<file path="src/rtl/ysyx_22040125_pkg.sv">
// Shared constants for the writeback scheduler: register-file geometry and
// the fixed requester slot assignment used by the round-robin arbiter.
package ysyx_22040125_pkg;

    localparam int XLEN = 64;
    localparam int AW   = 5;
    localparam int NREG = 32;

    // Requester slot indices on the writeback arbiter
    localparam int REQ_ALU = 0;
    localparam int REQ_MDU = 1;
    localparam int REQ_LSU = 2;

endpackage

</file>
<file path="src/rtl/ysyx_22040125_rr_arb.sv">
// N-wide round-robin arbiter: searches upward from ptr_i (mod N) and grants
// the first asserted request. Purely combinational; the pointer lives in the
// caller so it can decide when a grant actually advances it.
module ysyx_22040125_rr_arb #(
    parameter int N  = 3,
    parameter int PW = 2
) (
    input  logic [N-1:0]  req_i,
    input  logic [PW-1:0] ptr_i,
    output logic [N-1:0]  gnt_o,
    output logic [PW-1:0] idx_o,
    output logic          any_o
);

    // First valid request at or after the pointer wins
    always_comb begin
        int j;
        j     = 0;
        gnt_o = '0;
        idx_o = '0;
        any_o = 1'b0;
        for (int k = 0; k < N; k++) begin
            j = (int'(ptr_i) + k) % N;
            if (!any_o && req_i[j]) begin
                any_o    = 1'b1;
                gnt_o[j] = 1'b1;
                idx_o    = PW'(j);
            end
        end
    end

endmodule

</file>
<file path="src/rtl/ysyx_22040125_wb_sched.sv">
// Writeback scheduler: arbitrates NREQ result producers onto the single
// register-file write port (registered, one cycle latency) and keeps a busy
// scoreboard that stalls issue on RAW/WAW hazards. The register file forwards
// the data being written, so a register retiring this cycle does not stall.
module ysyx_22040125_wb_sched #(
    parameter int NREQ = 3,
    parameter int XLEN = ysyx_22040125_pkg::XLEN,
    parameter int AW   = ysyx_22040125_pkg::AW
) (
    input  logic                 clk,
    input  logic                 rst_n,
    input  logic [NREQ-1:0]      req_valid,
    output logic [NREQ-1:0]      req_ready,
    input  logic [NREQ*AW-1:0]   req_rd,
    input  logic [NREQ*XLEN-1:0] req_data,
    output logic                 wb_en,
    output logic [AW-1:0]        wb_addr,
    output logic [XLEN-1:0]      wb_data,
    input  logic                 iss_valid,
    input  logic [AW-1:0]        iss_rd,
    input  logic [AW-1:0]        iss_rs1,
    input  logic [AW-1:0]        iss_rs2,
    output logic                 iss_hazard,
    output logic [31:0]          busy_vec
);

    import ysyx_22040125_pkg::*;

    localparam int PW = (NREQ > 1) ? $clog2(NREQ) : 1;

    logic [PW-1:0]   rr_ptr_q, rr_ptr_d;
    logic            wb_en_q, wb_en_d;
    logic [AW-1:0]   wb_addr_q, wb_addr_d;
    logic [XLEN-1:0] wb_data_q, wb_data_d;
    logic [NREG-1:0] busy_q, busy_d;

    logic [NREQ-1:0] gnt;
    logic [PW-1:0]   gnt_idx;
    logic            gnt_any;
    logic [AW-1:0]   sel_rd;
    logic [XLEN-1:0] sel_data;
    logic            iss_go;

    // A source is busy only if no write to it retires this cycle
    function automatic logic src_busy(input logic [NREG-1:0] busy,
                                      input logic            en,
                                      input logic [AW-1:0]   addr,
                                      input logic [AW-1:0]   r);
        return busy[r] & ~(en & (addr == r));
    endfunction

    ysyx_22040125_rr_arb #(
        .N  (NREQ),
        .PW (PW)
    ) u_arb (
        .req_i (req_valid),
        .ptr_i (rr_ptr_q),
        .gnt_o (gnt),
        .idx_o (gnt_idx),
        .any_o (gnt_any)
    );

    // Ready is the one-hot grant, suppressed while reset is held
    always_comb begin
        req_ready = rst_n ? gnt : '0;
        sel_rd    = req_rd[int'(gnt_idx)*AW +: AW];
        sel_data  = req_data[int'(gnt_idx)*XLEN +: XLEN];
    end

    // Hazard detection and next-state for pointer, write port and scoreboard
    always_comb begin
        rr_ptr_d  = rr_ptr_q;
        wb_en_d   = 1'b0;
        wb_addr_d = wb_addr_q;
        wb_data_d = wb_data_q;
        busy_d    = busy_q;

        iss_hazard = iss_valid &
                     (src_busy(busy_q, wb_en_q, wb_addr_q, iss_rs1) |
                      src_busy(busy_q, wb_en_q, wb_addr_q, iss_rs2) |
                      src_busy(busy_q, wb_en_q, wb_addr_q, iss_rd));
        iss_go = iss_valid & ~iss_hazard;

        if (gnt_any) begin
            rr_ptr_d = (int'(gnt_idx) == NREQ - 1) ? '0 : PW'(int'(gnt_idx) + 1);
            // Writes to x0 are consumed without touching the port
            if (sel_rd != '0) begin
                wb_en_d   = 1'b1;
                wb_addr_d = sel_rd;
                wb_data_d = sel_data;
            end
        end

        // Clear first so a same-cycle issue to the same register wins
        if (wb_en_q) begin
            busy_d[wb_addr_q] = 1'b0;
        end
        if (iss_go && (iss_rd != '0)) begin
            busy_d[iss_rd] = 1'b1;
        end
        busy_d[0] = 1'b0;
    end

    // State registers; reset drops any pending write and clears the scoreboard
    always_ff @(posedge clk or negedge rst_n) begin
        if (!rst_n) begin
            rr_ptr_q  <= '0;
            wb_en_q   <= 1'b0;
            wb_addr_q <= '0;
            wb_data_q <= '0;
            busy_q    <= '0;
        end else begin
            rr_ptr_q  <= rr_ptr_d;
            wb_en_q   <= wb_en_d;
            wb_addr_q <= wb_addr_d;
            wb_data_q <= wb_data_d;
            busy_q    <= busy_d;
        end
    end

    assign wb_en    = wb_en_q;
    assign wb_addr  = wb_addr_q;
    assign wb_data  = wb_data_q;
    assign busy_vec = busy_q;

endmodule

</file>
<file path="config.mk">
export PLATFORM = sky130hd
export DESIGN_NAME = ysyx_22040125_wb_sched
export DESIGN_NICKNAME = d
export VERILOG_FILES = /design/src/rtl/ysyx_22040125_pkg.sv /design/src/rtl/ysyx_22040125_rr_arb.sv /design/src/rtl/ysyx_22040125_wb_sched.sv
export SDC_FILE = /design/constraint.sdc
export NUM_CORES = 1
export LEC_CHECK = 0
export CELL_PAD_IN_SITES_DETAIL_PLACEMENT = 0
export CELL_PAD_IN_SITES_GLOBAL_PLACEMENT = 2
export CORE_UTILIZATION = 25
export DETAILED_ROUTE_END_ITERATION = 16
export MAX_ROUTING_LAYER = met4
export PLACE_DENSITY_LB_ADDON = 0.15
export RECOVER_POWER = 50
export SKIP_CTS_REPAIR_TIMING = 1
export SLEW_MARGIN = 0
export SYNTH_ARGS = -nofsm -noshare
export SYNTH_HDL_FRONTEND = slang
export SYNTH_SLANG_ARGS = --single-unit
</file>
<file path="constraint.sdc">
create_clock -name clk -period 4.5 [get_ports clk]
set_input_delay 0.9 -clock clk [delete_from_list [all_inputs] [get_ports clk]]
set_output_delay 0.9 -clock clk [all_outputs]
set_load 0.01 [all_outputs]
</file>
# After elaboration in Yosys (flattened, before gate mapping)
# Index checks and enable logic that the tools add are counted.
[op_classes]
n_lt_le_gt_ge = 12
n_mul = 1
n_mux = 40
addsub = 3
n_bitwise = 19
eq_ne = 4
shifts = 2
div_mod_pow = 3
n_reduce_logical = 13
[op_table]
columns = ["operator", "n"]
rows = [
  ["$shiftx A192 B9 Y64", 1],
  ["$ge A32 B1 Y1 const B", 3],
  ["$lt A32 B4 Y1 const B", 3],
  ["$mod A32 B3 Y32 const B", 2],
  ["$mux W32", 2],
  ["$and A32 B32 Y32", 1],
  ["$mod A3 B3 Y32 const B", 1],
  ["$not A32 Y32", 1],
  ["$or A32 B32 Y32", 1],
  ["$lt A5 B6 Y1 const B", 4],
  ["$mux W1", 19],
  ["$bmux W1 S5", 3],
  ["$eq A5 B5 Y1", 3],
  ["$shiftx A15 B6 Y5", 1],
  ["$mux W3", 4],
  ["$demux W1 S5", 2],
  ["$ge A5 B1 Y1 const B", 2],
  ["$reduce_bool A5 Y1", 2],
  ["$and A1 B1 Y1", 8],
  ["$logic_and A1 B1 Y1", 8],
  ["$mux W2", 4],
  ["$bmux W1 S2", 3],
  ["$demux W1 S2", 3],
  ["$or A3 B3 Y3", 2],
  ["other kinds (9)", 14],
]
[word_totals]
mem_bits_rw = 0
memories = 0
out_inout_bits = 106
input_bits = 228
romBits = 0
elab_cells = 102
register_bits = 103
latch_bits = 0

# Logic depth before layout (Yosys ltp)
# Gate-level depths: netlist of the first run.
[depth]
ltp_word = 16
ltp_mapped = 11
mapped_depth_nobuf = 8

# Cells and area by module
# From an unflattened synthesis of the first run, not the netlist that was laid out.
[hier_totals]
hier_cells = 788
hier_area_um2 = 7080.5
[by_module_without_submodules]
columns = ["mod", "area_per_inst_um2", "instances", "cells_each"]
rows = [
  ["ysyx_22040125_wb_sched", 6698.9, 1, 736],
  ["ysyx_22040125_rr_arb", 381.6, 1, 52],
]

# Worst setup path after synthesis of the first run
# No wires, ideal clock.
[synth_path]
path_kind = "input to output"
start = "input port iss_rd[1]"
end = "output port iss_hazard"
n_path_buf = 3
arrival_time_ns = 2.860
slack_ns = 0.740
path_stages = 9
cell_sequence = "clkbuf_1 buf_1 mux2_2 a221oi_1 o22ai_1 o21ai_1 o311ai_2 buf_2 o21a_1"
[synth_via]
elab_chain_cells = 6
word_cells_on_any_way = 8
cone_classes = "1 x eq/ne; 2 x mux; 5 x bitwise"
[synth_lines]
columns = ["item", "line", "text"]
rows = [
  ["from (decl)", "ysyx_22040125_wb_sched.sv:20", "input logic [AW-1:0] iss_rd,"],
  ["branches (longest 3 deep; another with $bmux W1 S5)", "n/a", ""],
  ["$and A1 B1 Y1 *", "ysyx_22040125_wb_sched.sv:49", "return busy[r] & ~(en & (addr == r));"],
  ["$or A1 B1 Y1 *", "ysyx_22040125_wb_sched.sv:80", "src_busy(busy_q, wb_en_q, wb_addr_q, iss_rs2) |"],
  ["$and A1 B1 Y1 *", "ysyx_22040125_wb_sched.sv:78", "iss_hazard = iss_valid &"],
  ["to (decl)", "ysyx_22040125_wb_sched.sv:23", "output logic iss_hazard,"],
]
# Every way passes the cells marked *. The select of a mux whose other input is x is not followed.

# Worst setup path after layout of the first run
[layout_path]
start = "input port iss_rs2[0]"
end = "output port iss_hazard"
[layout_via]
elab_chain_cells = 7
word_cells_on_any_way = 9
cone_classes = "1 x eq/ne; 2 x mux; 6 x bitwise"
[layout_lines]
columns = ["item", "line", "text"]
rows = [
  ["from (decl)", "ysyx_22040125_wb_sched.sv:22", "input logic [AW-1:0] iss_rs2,"],
  ["branches (longest 3 deep; another with $bmux W1 S5)", "n/a", ""],
  ["$and A1 B1 Y1 *", "ysyx_22040125_wb_sched.sv:49", ""],
  ["$or A1 B1 Y1 *", "ysyx_22040125_wb_sched.sv:79", "(src_busy(busy_q, wb_en_q, wb_addr_q, iss_rs1) |"],
  ["$or A1 B1 Y1 *", "ysyx_22040125_wb_sched.sv:80", ""],
  ["$and A1 B1 Y1 *", "ysyx_22040125_wb_sched.sv:78", ""],
]
# Marks and branches as above.

==> impl_results.md, run 1 <==
* Highest cell delay on the worst timing path at 0.49 ns
* Kind of capture point of the worst setup path: output pin
* Number of vias in the routed layout at 8398
* Die height at 182 um
* Outcome: complete, but fails checks
* Effective utilization at floorplan at 0.256
* Synth top area cells: sky130_fd_sc_hd__dfrtp_1 (32%), sky130_fd_sc_hd__mux2i_1 (9.6%), sky130_fd_sc_hd__a221oi_1 (6.5%), sky130_fd_sc_hd__o21bai_1 (6.0%), sky130_fd_sc_hd__mux4_2 (5.6%)
* Startpoint of the worst hold path: rr_ptr_q[0]$_DFFE_PN0P_
* Count of final max-slew check failures at 105
* CP Buf/Inv Count at 3
* Total count of hold-check failures in the final report at 0
* Final core occ at 0.388
* Global-route wire length before repair at 53400 um
* Routed vias/inst at 5.32
* Post-detailed-route wirelength per cell at 22.5 um
* Worst hold path endpoint: rr_ptr_q[0]$_DFFE_PN0P_
* Count of flip-flops with a built-in enable after synthesis at 0
* Switching part of the total at 0.462
* Total number of clock tree sinks at 103
* Clock Power Share at 0.106
* Worst-case setup slack after placement at 0.0275 ns
* Total die area at 0.0332 mm2
* Dominant combinational cell family by area after synthesis: compound AO/OA/AOI/OAI gates
* Synthesized-area fraction occupied by xor and xnor cells at 0.0162
* Compound-gate portion of the synthesized area at 0.226
* Final worst slack at 0.386 ns
* Clock edge transition at the registers on the reported setup and hold paths at 0.07 ns
* Final critical delay including setup and external delays at 4.11 ns
* Gp weighted congestion at 0.887
* Rows at 65
* Number of nets with antenna violations after routing at 0
* Final nets at 1402
* H-Tree Level Count at 3
* Cell Pwr Density at 649 mW/mm2
* Slew @ Worst Pin at 2.87 ns
* Fmax at 0.243 GHz
* Flops & latches, synth at 103
* Global Route Usage Sum at 0.218
* Gate family responsible for the most delay along the worst path: multiplexers
* Drt pass-1 iters at 6
* Cells after synthesis at 875
* Yosys cell types at 58
* Library cell contributing the largest single delay on the critical path: sky130_fd_sc_hd__mux4_2
* Proportion of register bits with asynchronous set or reset after synthesis at 1.00
* Worst rel slew slack at -0.913
* Worst r2r src: rr_ptr_q[0]$_DFFE_PN0P_
* GRT overflow at 0
* DP Wirelength at 25200 um
* Cell taking the most area after synthesis: sky130_fd_sc_hd__dfrtp_1
* Count of routing violations after the opening detailed-route iteration at 561
* Multiplexer share of the synthesized area at 0.175
* Number of antenna violations at the first check in global routing at 2
* Simple logic cell fraction of the synthesized area at 0.203
* Core area at 0.0317 mm2
* Sequential cell area fraction in the yosys report at 0.318
* Input/output buffers at 332
* Type of the worst min-delay path: flop to flop
* Post-Synth Adder-Cell Area at 0.00617
* Reg2reg path depth at 8
* Top cell type's share of synthesized area at 0.318
* Number of warnings issued by yosys at 0
* Worst reg2reg setup slack at 1.25 ns
* Number of violations of the max-capacitance limit at 2
* Buffer depth of the longest clock path at 2
* Peak VDD IR at 0.000438 V
* Setup TNS at 0 ns
* Clock latency reported for the late side of the worst-skew pair at 0.36 ns
* Net Switching at 3.69 mW
* Maximum fanout count along the critical path at 5
* Hold path cells at 2
* Total chip power at 7.99 mW
* Maximum number of pins on one net before global-route repair at 77
* Width of the die at 182 um
* Seq pwr share at 0.260
* Top-level I/O count at 334
* Internal Pwr Total at 4.30 mW
* Category of the critical setup timing path: input pin to output pin
* Cts bufs inserted at 9
* Total of endpoints with negative setup slack in the final report at 0
* Top flip-flop cell by instance count after synthesis: sky130_fd_sc_hd__dfrtp_1
* Worst path most repeated cell: sky130_fd_sc_hd__mux4_2
* Clock tree from TritonCTS: built
* Worst path cell trace: clkdlybuf4s50_1 > buf_4 > mux4_2 > mux4_2 > o211ai_1 > o311ai_4 > o21a_1 > dlymetal6s2s_1
* Synthesized Nets at 1107
* Area growth from synthesis to final layout at 51.8%
* Clock Root Buffer: sky130_fd_sc_hd__clkbuf_16
* Final period utilization at 0.914
* Crit start category: input pin
* Combinational share of power at 0.635
* Vias in the first global route at 8521
* Worst setup skew after layout at 0.00778 ns
* Unrepaired setup endpoints after global routing: no
* Critical Path RT at 3.60 ns
* DRC violation count after routing at 0
* Leakage dissipation at 4.86 nW
* Total Routed Length at 35600 um
* Average footprint of a synthesized cell at 9.27 um2
* Share of cells above drive strength 1 at 0.0988
* Violated checks: max-capacitance violations, max-slew violations
* Reg2Reg Capture Point: wb_data[59]$_DFFE_PN0P_
* CP arrival at 3.21 ns
* Post-synth design cell area at 0.00811 mm2
[metal layers]
layer	wire length, um	global-route usage	vias up	share of wire
met5	0	-	-	0
met4	706	0.0676	0	0.020
met3	2540	0.0495	45	0.071
met2	17100	0.354	316	0.48
met1	15200	0.269	4119	0.43
li1	-	-	3918	-
[cell families after synthesis]
family / Yosys count
flops: 103
xor+xnor: 15
buf+inv: 94
mux: 113
other cells: 1
compound gates: 237
simple gates: 308
fa+ha+maj: 4
[stage by stage]
step / cell area [um2] / hold slack [ns] / cells
global route: 12300 / 0.608 / 1578
global placement: 12000 / 0.531 / 1561
CTS: 12300 / 0.565 / 1576
finish: 12300 / 0.561 / 1578
floorplan: 8110 / 0.500 / 875
detailed placement: 12000 / 0.541 / 1561
[state kept, by name, indices dropped and copies added, names as in the netlist]
signal,cells
busy_vec,31
rr_ptr_q,2
wb_addr,5
wb_data,64
wb_en,1
[worst reg2reg max path, cell delays in order, from the launching register on]
cell and delay [ns]:
sky130_fd_sc_hd__dfrtp_1 0.41, sky130_fd_sc_hd__inv_1 0.09, sky130_fd_sc_hd__ha_1 0.49, sky130_fd_sc_hd__mux2i_4 0.56, sky130_fd_sc_hd__nor3_4 0.14, sky130_fd_sc_hd__a31oi_2 0.42, sky130_fd_sc_hd__and3_2 0.58, sky130_fd_sc_hd__buf_4 0.32
sky130_fd_sc_hd__a221oi_1 0.12
[power by group through the flow]
stage	Clock [mW]	Combinational, mW	Sequential, mW
final	0.843	5.07	2.07
after global routing	0.910	5.49	2.14
after CTS	0.880	5.21	2.08
after detailed placement	0	5.20	2.09
after global placement	0	5.19	2.09
after floorplan	0	2.89	2.00
[cell usage after synthesis (8+ instances only)]
library cell	n
sky130_fd_sc_hd__a21oi_1	8
sky130_fd_sc_hd__a221oi_1	60
sky130_fd_sc_hd__a221oi_2	8
sky130_fd_sc_hd__buf_2	24
sky130_fd_sc_hd__clkbuf_1	50
sky130_fd_sc_hd__dfrtp_1	103
sky130_fd_sc_hd__mux2_2	13
sky130_fd_sc_hd__mux2i_1	78
sky130_fd_sc_hd__mux4_2	20
sky130_fd_sc_hd__nand2_1	49
sky130_fd_sc_hd__nand2b_1	66
sky130_fd_sc_hd__nand3b_1	9
sky130_fd_sc_hd__nor2_1	82
sky130_fd_sc_hd__nor4_1	66
sky130_fd_sc_hd__o21ai_0	34
sky130_fd_sc_hd__o21bai_1	65
sky130_fd_sc_hd__o31ai_1	31
sky130_fd_sc_hd__xor2_1	8
[worst max-delay path by stage]
stage,startpoint,cells after the start,slack [ns],endpoint
final,iss_rs2[0],8,0.39,iss_hazard
after global routing,iss_rs2[0],8,0.29,iss_hazard
after CTS,iss_rs1[0],7,0.02,iss_hazard
after detailed placement,iss_rs1[0],7,0.03,iss_hazard
after global placement,iss_rd[1],8,0.04,iss_hazard
after floorplan,iss_rd[1],9,0.74,iss_hazard
[layout by cell type (no fill, tap or decap), types with 3 or more instances in the layout]
cell,synthesis,layout
sky130_fd_sc_hd__clkbuf_16,0,9
sky130_fd_sc_hd__or4_1,3,3
sky130_fd_sc_hd__a211o_1,4,4
sky130_fd_sc_hd__nor2b_1,3,3
sky130_fd_sc_hd__a22o_1,4,4
sky130_fd_sc_hd__o21ai_0,34,34
sky130_fd_sc_hd__nand3b_1,9,9
sky130_fd_sc_hd__xor2_1,8,8
sky130_fd_sc_hd__buf_4,4,31
sky130_fd_sc_hd__nand2b_1,66,66
sky130_fd_sc_hd__inv_1,3,3
sky130_fd_sc_hd__o21bai_1,65,65
sky130_fd_sc_hd__a221oi_2,8,8
sky130_fd_sc_hd__mux2i_1,78,78
sky130_fd_sc_hd__o31ai_1,31,31
sky130_fd_sc_hd__and3b_1,3,3
sky130_fd_sc_hd__nand2_1,49,48
sky130_fd_sc_hd__dlygate4sd3_1,0,52
sky130_fd_sc_hd__dlymetal6s2s_1,0,3
sky130_fd_sc_hd__mux2_2,13,13
sky130_fd_sc_hd__mux4_2,20,20
sky130_fd_sc_hd__nor3b_1,5,5
sky130_fd_sc_hd__a22oi_1,3,3
sky130_fd_sc_hd__a21oi_1,8,7
sky130_fd_sc_hd__nor4_1,66,66
sky130_fd_sc_hd__xnor2_1,7,7
sky130_fd_sc_hd__a221oi_1,60,60
sky130_fd_sc_hd__nand3_1,3,3
sky130_fd_sc_hd__buf_12,0,10
sky130_fd_sc_hd__and2_1,4,4
sky130_fd_sc_hd__clkdlybuf4s50_1,0,276
sky130_fd_sc_hd__dfrtp_1,103,103
sky130_fd_sc_hd__or3b_2,4,4
sky130_fd_sc_hd__clkbuf_1,50,3
sky130_fd_sc_hd__ha_1,4,4
sky130_fd_sc_hd__nor2_1,82,81
[layout make-up]
class / instances / area (um2)
timing repair buffer: 375 / 3770
sequential: 103 / 2580
tap: 402 / 503
inverter: 3 / 11.3
multi-input combinational: 678 / 5150
antenna: 2 / 5.00
fill: 3201 / 19400
clock inverter: 4 / 55.1
clock buffer: 11 / 243
No activity file was read; power rests on OpenSTA's default activity.
==> inputs of run 2 (changes only) <==
--- a/config.mk
+++ b/config.mk
@@ -5,9 +5,10 @@
 export SDC_FILE = /design/constraint.sdc
 export NUM_CORES = 1
 export LEC_CHECK = 0
+export ABC_AREA = 1
 export CELL_PAD_IN_SITES_DETAIL_PLACEMENT = 0
 export CELL_PAD_IN_SITES_GLOBAL_PLACEMENT = 2
-export CORE_UTILIZATION = 25
+export CORE_UTILIZATION = 21
 export DETAILED_ROUTE_END_ITERATION = 16
 export MAX_ROUTING_LAYER = met4
 export PLACE_DENSITY_LB_ADDON = 0.15
==> impl_results.md, run 2 <==
* Cts bufs inserted at 9 (unchanged)
* Outcome: complete, but fails checks
* Count of routing violations after the opening detailed-route iteration at 418 (-25%)
* Top cell type's share of synthesized area at 0.364 (+0.0466)
* Number of vias in the routed layout at 8432 (+0.40%)
* Clock latency reported for the late side of the worst-skew pair at 0.36 ns (about the same)
* Final nets at 1608 (+15%)
* Net Switching at 4.96 mW (+34%)
* Maximum fanout count along the critical path at 6 (+1)
* Slew @ Worst Pin at 3.10 ns (+0.226 ns)
* Post-synth design cell area at 0.00708 mm2 (-13%)
* Internal Pwr Total at 4.36 mW (+1.3%)
* Rows at 66 (+1.5%)
* Setup TNS at 0 ns (unchanged)
* Number of violations of the max-capacitance limit at 1 (-1)
* DRC violation count after routing at 0 (unchanged)
* Sequential cell area fraction in the yosys report at 0.364 (+0.0466)
* Core area at 0.0329 mm2 (+3.6%)
* Total count of hold-check failures in the final report at 0 (unchanged)
* Type of the worst min-delay path: flop to flop
* Gp weighted congestion at 0.871 (-1.7%)
* Flops & latches, synth at 103 (unchanged)
* Number of flip-flops in the largest register at 64 (unchanged)
* Critical Path RT at 3.60 ns (about the same)
* Number of warnings issued by yosys at 0 (unchanged)
* GRT overflow at 0 (unchanged)
* Most instantiated library cell after synthesis: sky130_fd_sc_hd__nand2_1
* Fraction of met1 tracks used by global routing at 0.255 (-0.0145)
* Violated checks: max-capacitance violations, max-slew violations
* Combinational share of power at 0.708 (+0.073)
* Synthesized Nets at 1306 (+18%)
* Share of cells above drive strength 1 at 0.0442 (-0.0546)
* Met2 Track Usage GR at 0.344 (-0.0108)
* Total of endpoints with negative setup slack in the final report at 0 (unchanged)
* Cell Pwr Density at 837 mW/mm2 (+29%)
* Vias in the first global route at 8566 (+0.53%)
* Highest cell delay on the worst timing path at 0.63 ns (+0.14 ns)
* Number of fillers in the final layout at 3668 (+15%)
* Category of the critical setup timing path: input pin to output pin
* CP Buf/Inv Count at 4 (+1)
* Most common cell after layout, fill and taps aside: sky130_fd_sc_hd__nand2_1
* Input/output buffers at 332 (unchanged)
* Worst rel slew slack at -1.06 (-0.150)
* Top-level I/O count at 334 (unchanged)
* Crit start category: input pin
* Proportion of register bits with asynchronous set or reset after synthesis at 1.00 (unchanged)
* Synth top area cells: sky130_fd_sc_hd__dfrtp_1 (36%), sky130_fd_sc_hd__nand2_1 (17%), sky130_fd_sc_hd__o21ai_0 (11%), sky130_fd_sc_hd__nand3_1 (8.8%), sky130_fd_sc_hd__nor2_1 (4.7%)
* Total number of clock tree sinks at 103 (unchanged)
* CP arrival at 3.41 ns (+0.20 ns)
* Die height at 186 um (+1.9%)
* Global-route wire length before repair at 52600 um (-1.5%)
* Unrepaired setup endpoints after global routing: no
* Commonest cells after routing, fill and taps aside: sky130_fd_sc_hd__nand2_1 (318), sky130_fd_sc_hd__clkdlybuf4s50_1 (279), sky130_fd_sc_hd__o21ai_0 (157)
* Width of the die at 186 um (+1.9%)
* Clock Power Share at 0.082 (-0.024)
* Cell taking the most area after synthesis: sky130_fd_sc_hd__dfrtp_1
* Library cell contributing the largest single delay on the critical path: sky130_fd_sc_hd__clkdlybuf4s50_1
* Count of final max-slew check failures at 53 (-50%)
* Kind of capture point of the worst setup path: output pin
* Clock Root Buffer: sky130_fd_sc_hd__clkbuf_16
* Number of nets with antenna violations after routing at 0 (unchanged)
* Hold WS at 0.464 ns (-0.0971 ns)
* Switching part of the total at 0.532 (+0.0707)
* Area growth from synthesis to final layout at 57.3%
* Post-detailed-route wirelength per cell at 19.3 um (-15%)
* Number of antenna violations at the first check in global routing at 2 (unchanged)
* Count of flip-flops with a built-in enable after synthesis at 0 (unchanged)
* Buffer depth of the longest clock path at 2 (unchanged)
* Total die area at 0.0344 mm2 (+3.8%)
* Yosys cell types at 31 (-47%)
* Total Routed Length at 35200 um (-1.2%)
* Drt pass-1 iters at 5 (-1)
* Average footprint of a synthesized cell at 6.59 um2 (-29%)
* Final core occ at 0.339 (-0.0495)
* Gate family responsible for the most delay along the worst path: buffers and inverters
* Routed vias/inst at 4.62 (-13%)
* Cells after synthesis at 1074 (+23%)
* Final critical delay including setup and external delays at 4.31 ns (+0.201 ns)
* Seq pwr share at 0.209 (-0.051)
* Clock edge transition at the registers on the reported setup and hold paths at 0.07 ns (about the same)
* H-Tree Level Count at 3 (unchanged)
* Top flip-flop cell by instance count after synthesis: sky130_fd_sc_hd__dfrtp_1
* Global Route Usage Sum at 0.210 (-0.00884)
* Maximum number of pins on one net before global-route repair at 63 (-18%)
* Most Crowded Layer GR: met2
* Met3 Usage GRT at 0.0544 (+0.00490)
* Top cell types by occurrence after synthesis: sky130_fd_sc_hd__nand2_1 (319), sky130_fd_sc_hd__o21ai_0 (157), sky130_fd_sc_hd__nand3_1 (124)
* Worst setup skew after layout at 0.0144 ns (+0.00663 ns)
* Worst path cell trace: clkdlybuf4s50_1 > inv_1 > nor3_1 > o21ai_0 > nand2_1 > nor2_1 > nand2_1 > nand2_1 > o21ai_0 > o21ai_0 > inv_1 > clkdlybuf4s50_1
* Leakage dissipation at 4.83 nW (-0.58%)
* Peak VDD IR at 0.000344 V (-21%)
* DP Wirelength at 26500 um (+5.1%)
* Worst reg2reg setup slack at 1.12 ns (-0.13 ns)
* Final period utilization at 0.959 (+0.0446)
* Effective utilization at floorplan at 0.215 (-0.0405)
* Fmax at 0.232 GHz (-4.7%)
* Clock tree from TritonCTS: built
[run 2: cell count changes in the layout (fill, tap and decap cells not counted), moves of 66 or more]
cell | before | now
sky130_fd_sc_hd__o21ai_0 | 34 | 157
sky130_fd_sc_hd__nand2_1 | 48 | 318
sky130_fd_sc_hd__nand2b_1 | 66 | 0
sky130_fd_sc_hd__nor4_1 | 66 | 0
sky130_fd_sc_hd__mux2i_1 | 78 | 0
sky130_fd_sc_hd__nand3_1 | 3 | 123
[run 2: area by class of cell]
type	count	area [um2]	share of cell area
tap	442	553	0.0497
sequential	103	2580	0.232
inverter	56	210	0.0189
antenna	2	5.00	0.000450
timing repair buffer	362	3580	0.321
clock inverter	5	41.3	0.00371
clock buffer	10	229	0.0206
multi-input combinational	844	3940	0.354
[run 2: power groups by stage]
stage | Combinational (mW) | Sequential, mW | Clock, mW
after global placement | 6.82 | 1.97 | 0
after floorplan | 3.92 | 2.01 | 0
after detailed placement | 6.86 | 1.97 | 0
final | 6.60 | 1.95 | 0.767
after CTS | 6.86 | 1.97 | 0.795
after global routing | 7.45 | 2.03 | 0.833
[run 2: worst paths after layout]
check	start	to	cells after the start
min reg2reg	wb_data[49]$_DFFE_PN0P_	wb_data[49]$_DFFE_PN0P_	2
min	wb_data[49]$_DFFE_PN0P_	wb_data[49]$_DFFE_PN0P_	2
max in group asynchronous	rst_n	rr_ptr_q[0]$_DFFE_PN0P_	3
max reg2reg	rr_ptr_q[0]$_DFFE_PN0P_	wb_data[3]$_DFFE_PN0P_	13
min in group asynchronous	rst_n	wb_data[4]$_DFFE_PN0P_	2
max	iss_rd[3]	iss_hazard	12
[run 2: cell families (layout without fill, tap and decap cells)]
| family | after synthesis | after routing | synth area share |
|---|---|---|---|
| buf+inv | 127 | 433 | 0.0810 |
| other cells | 1 | 3 | 0.000530 |
| fa+ha+maj | 4 | 4 | 0.00707 |
| compound gates | 247 | 247 | 0.184 |
| xor+xnor | 5 | 5 | 0.00619 |
| simple gates | 587 | 587 | 0.357 |
| flops | 103 | 103 | 0.364 |
[run 2: worst register-to-register path, delay by kind of cell, from the launching register on]
kind | cells | cell delay [ns]
AO/OA/AOI/OAI | 1 | 0.46
adder cells (fa/ha/maj) | 1 | 0.41
flip-flops | 1 | 0.38
AND/OR/NAND/NOR | 8 | 1.31
buffers and inverters | 3 | 0.77
[run 2: stage by stage]
step	total power, mW	area (um2)	instances	setup slack, ns
2_1_floorplan	5.93	7080	1074	1.52
3_3_place_gp	8.79	10900	1807	0.176
3_5_place_dp	8.83	10900	1807	0.193
4_1_cts	9.62	11100	1822	0.182
5_1_grt	10.3	11100	1824	0.0219
6_report	9.32	11100	1824	0.185
[run 2: per-layer routing]
layer	wire [um]	vias to the layer above
met5	0	-
li1	-	4207
met2	17000	256
met1	15100	3937
met4	658	0
met3	2410	32
==> inputs of run 3 (changes only) <==
--- a/config.mk
+++ b/config.mk
@@ -13,7 +13,6 @@
 export MAX_ROUTING_LAYER = met4
 export PLACE_DENSITY_LB_ADDON = 0.15
 export RECOVER_POWER = 50
-export SKIP_CTS_REPAIR_TIMING = 1
 export SLEW_MARGIN = 0
 export SYNTH_ARGS = -nofsm -noshare
 export SYNTH_HDL_FRONTEND = slang
==> results of run 3 <==
Final layout, timing and power as in run 2 (identical DEF).
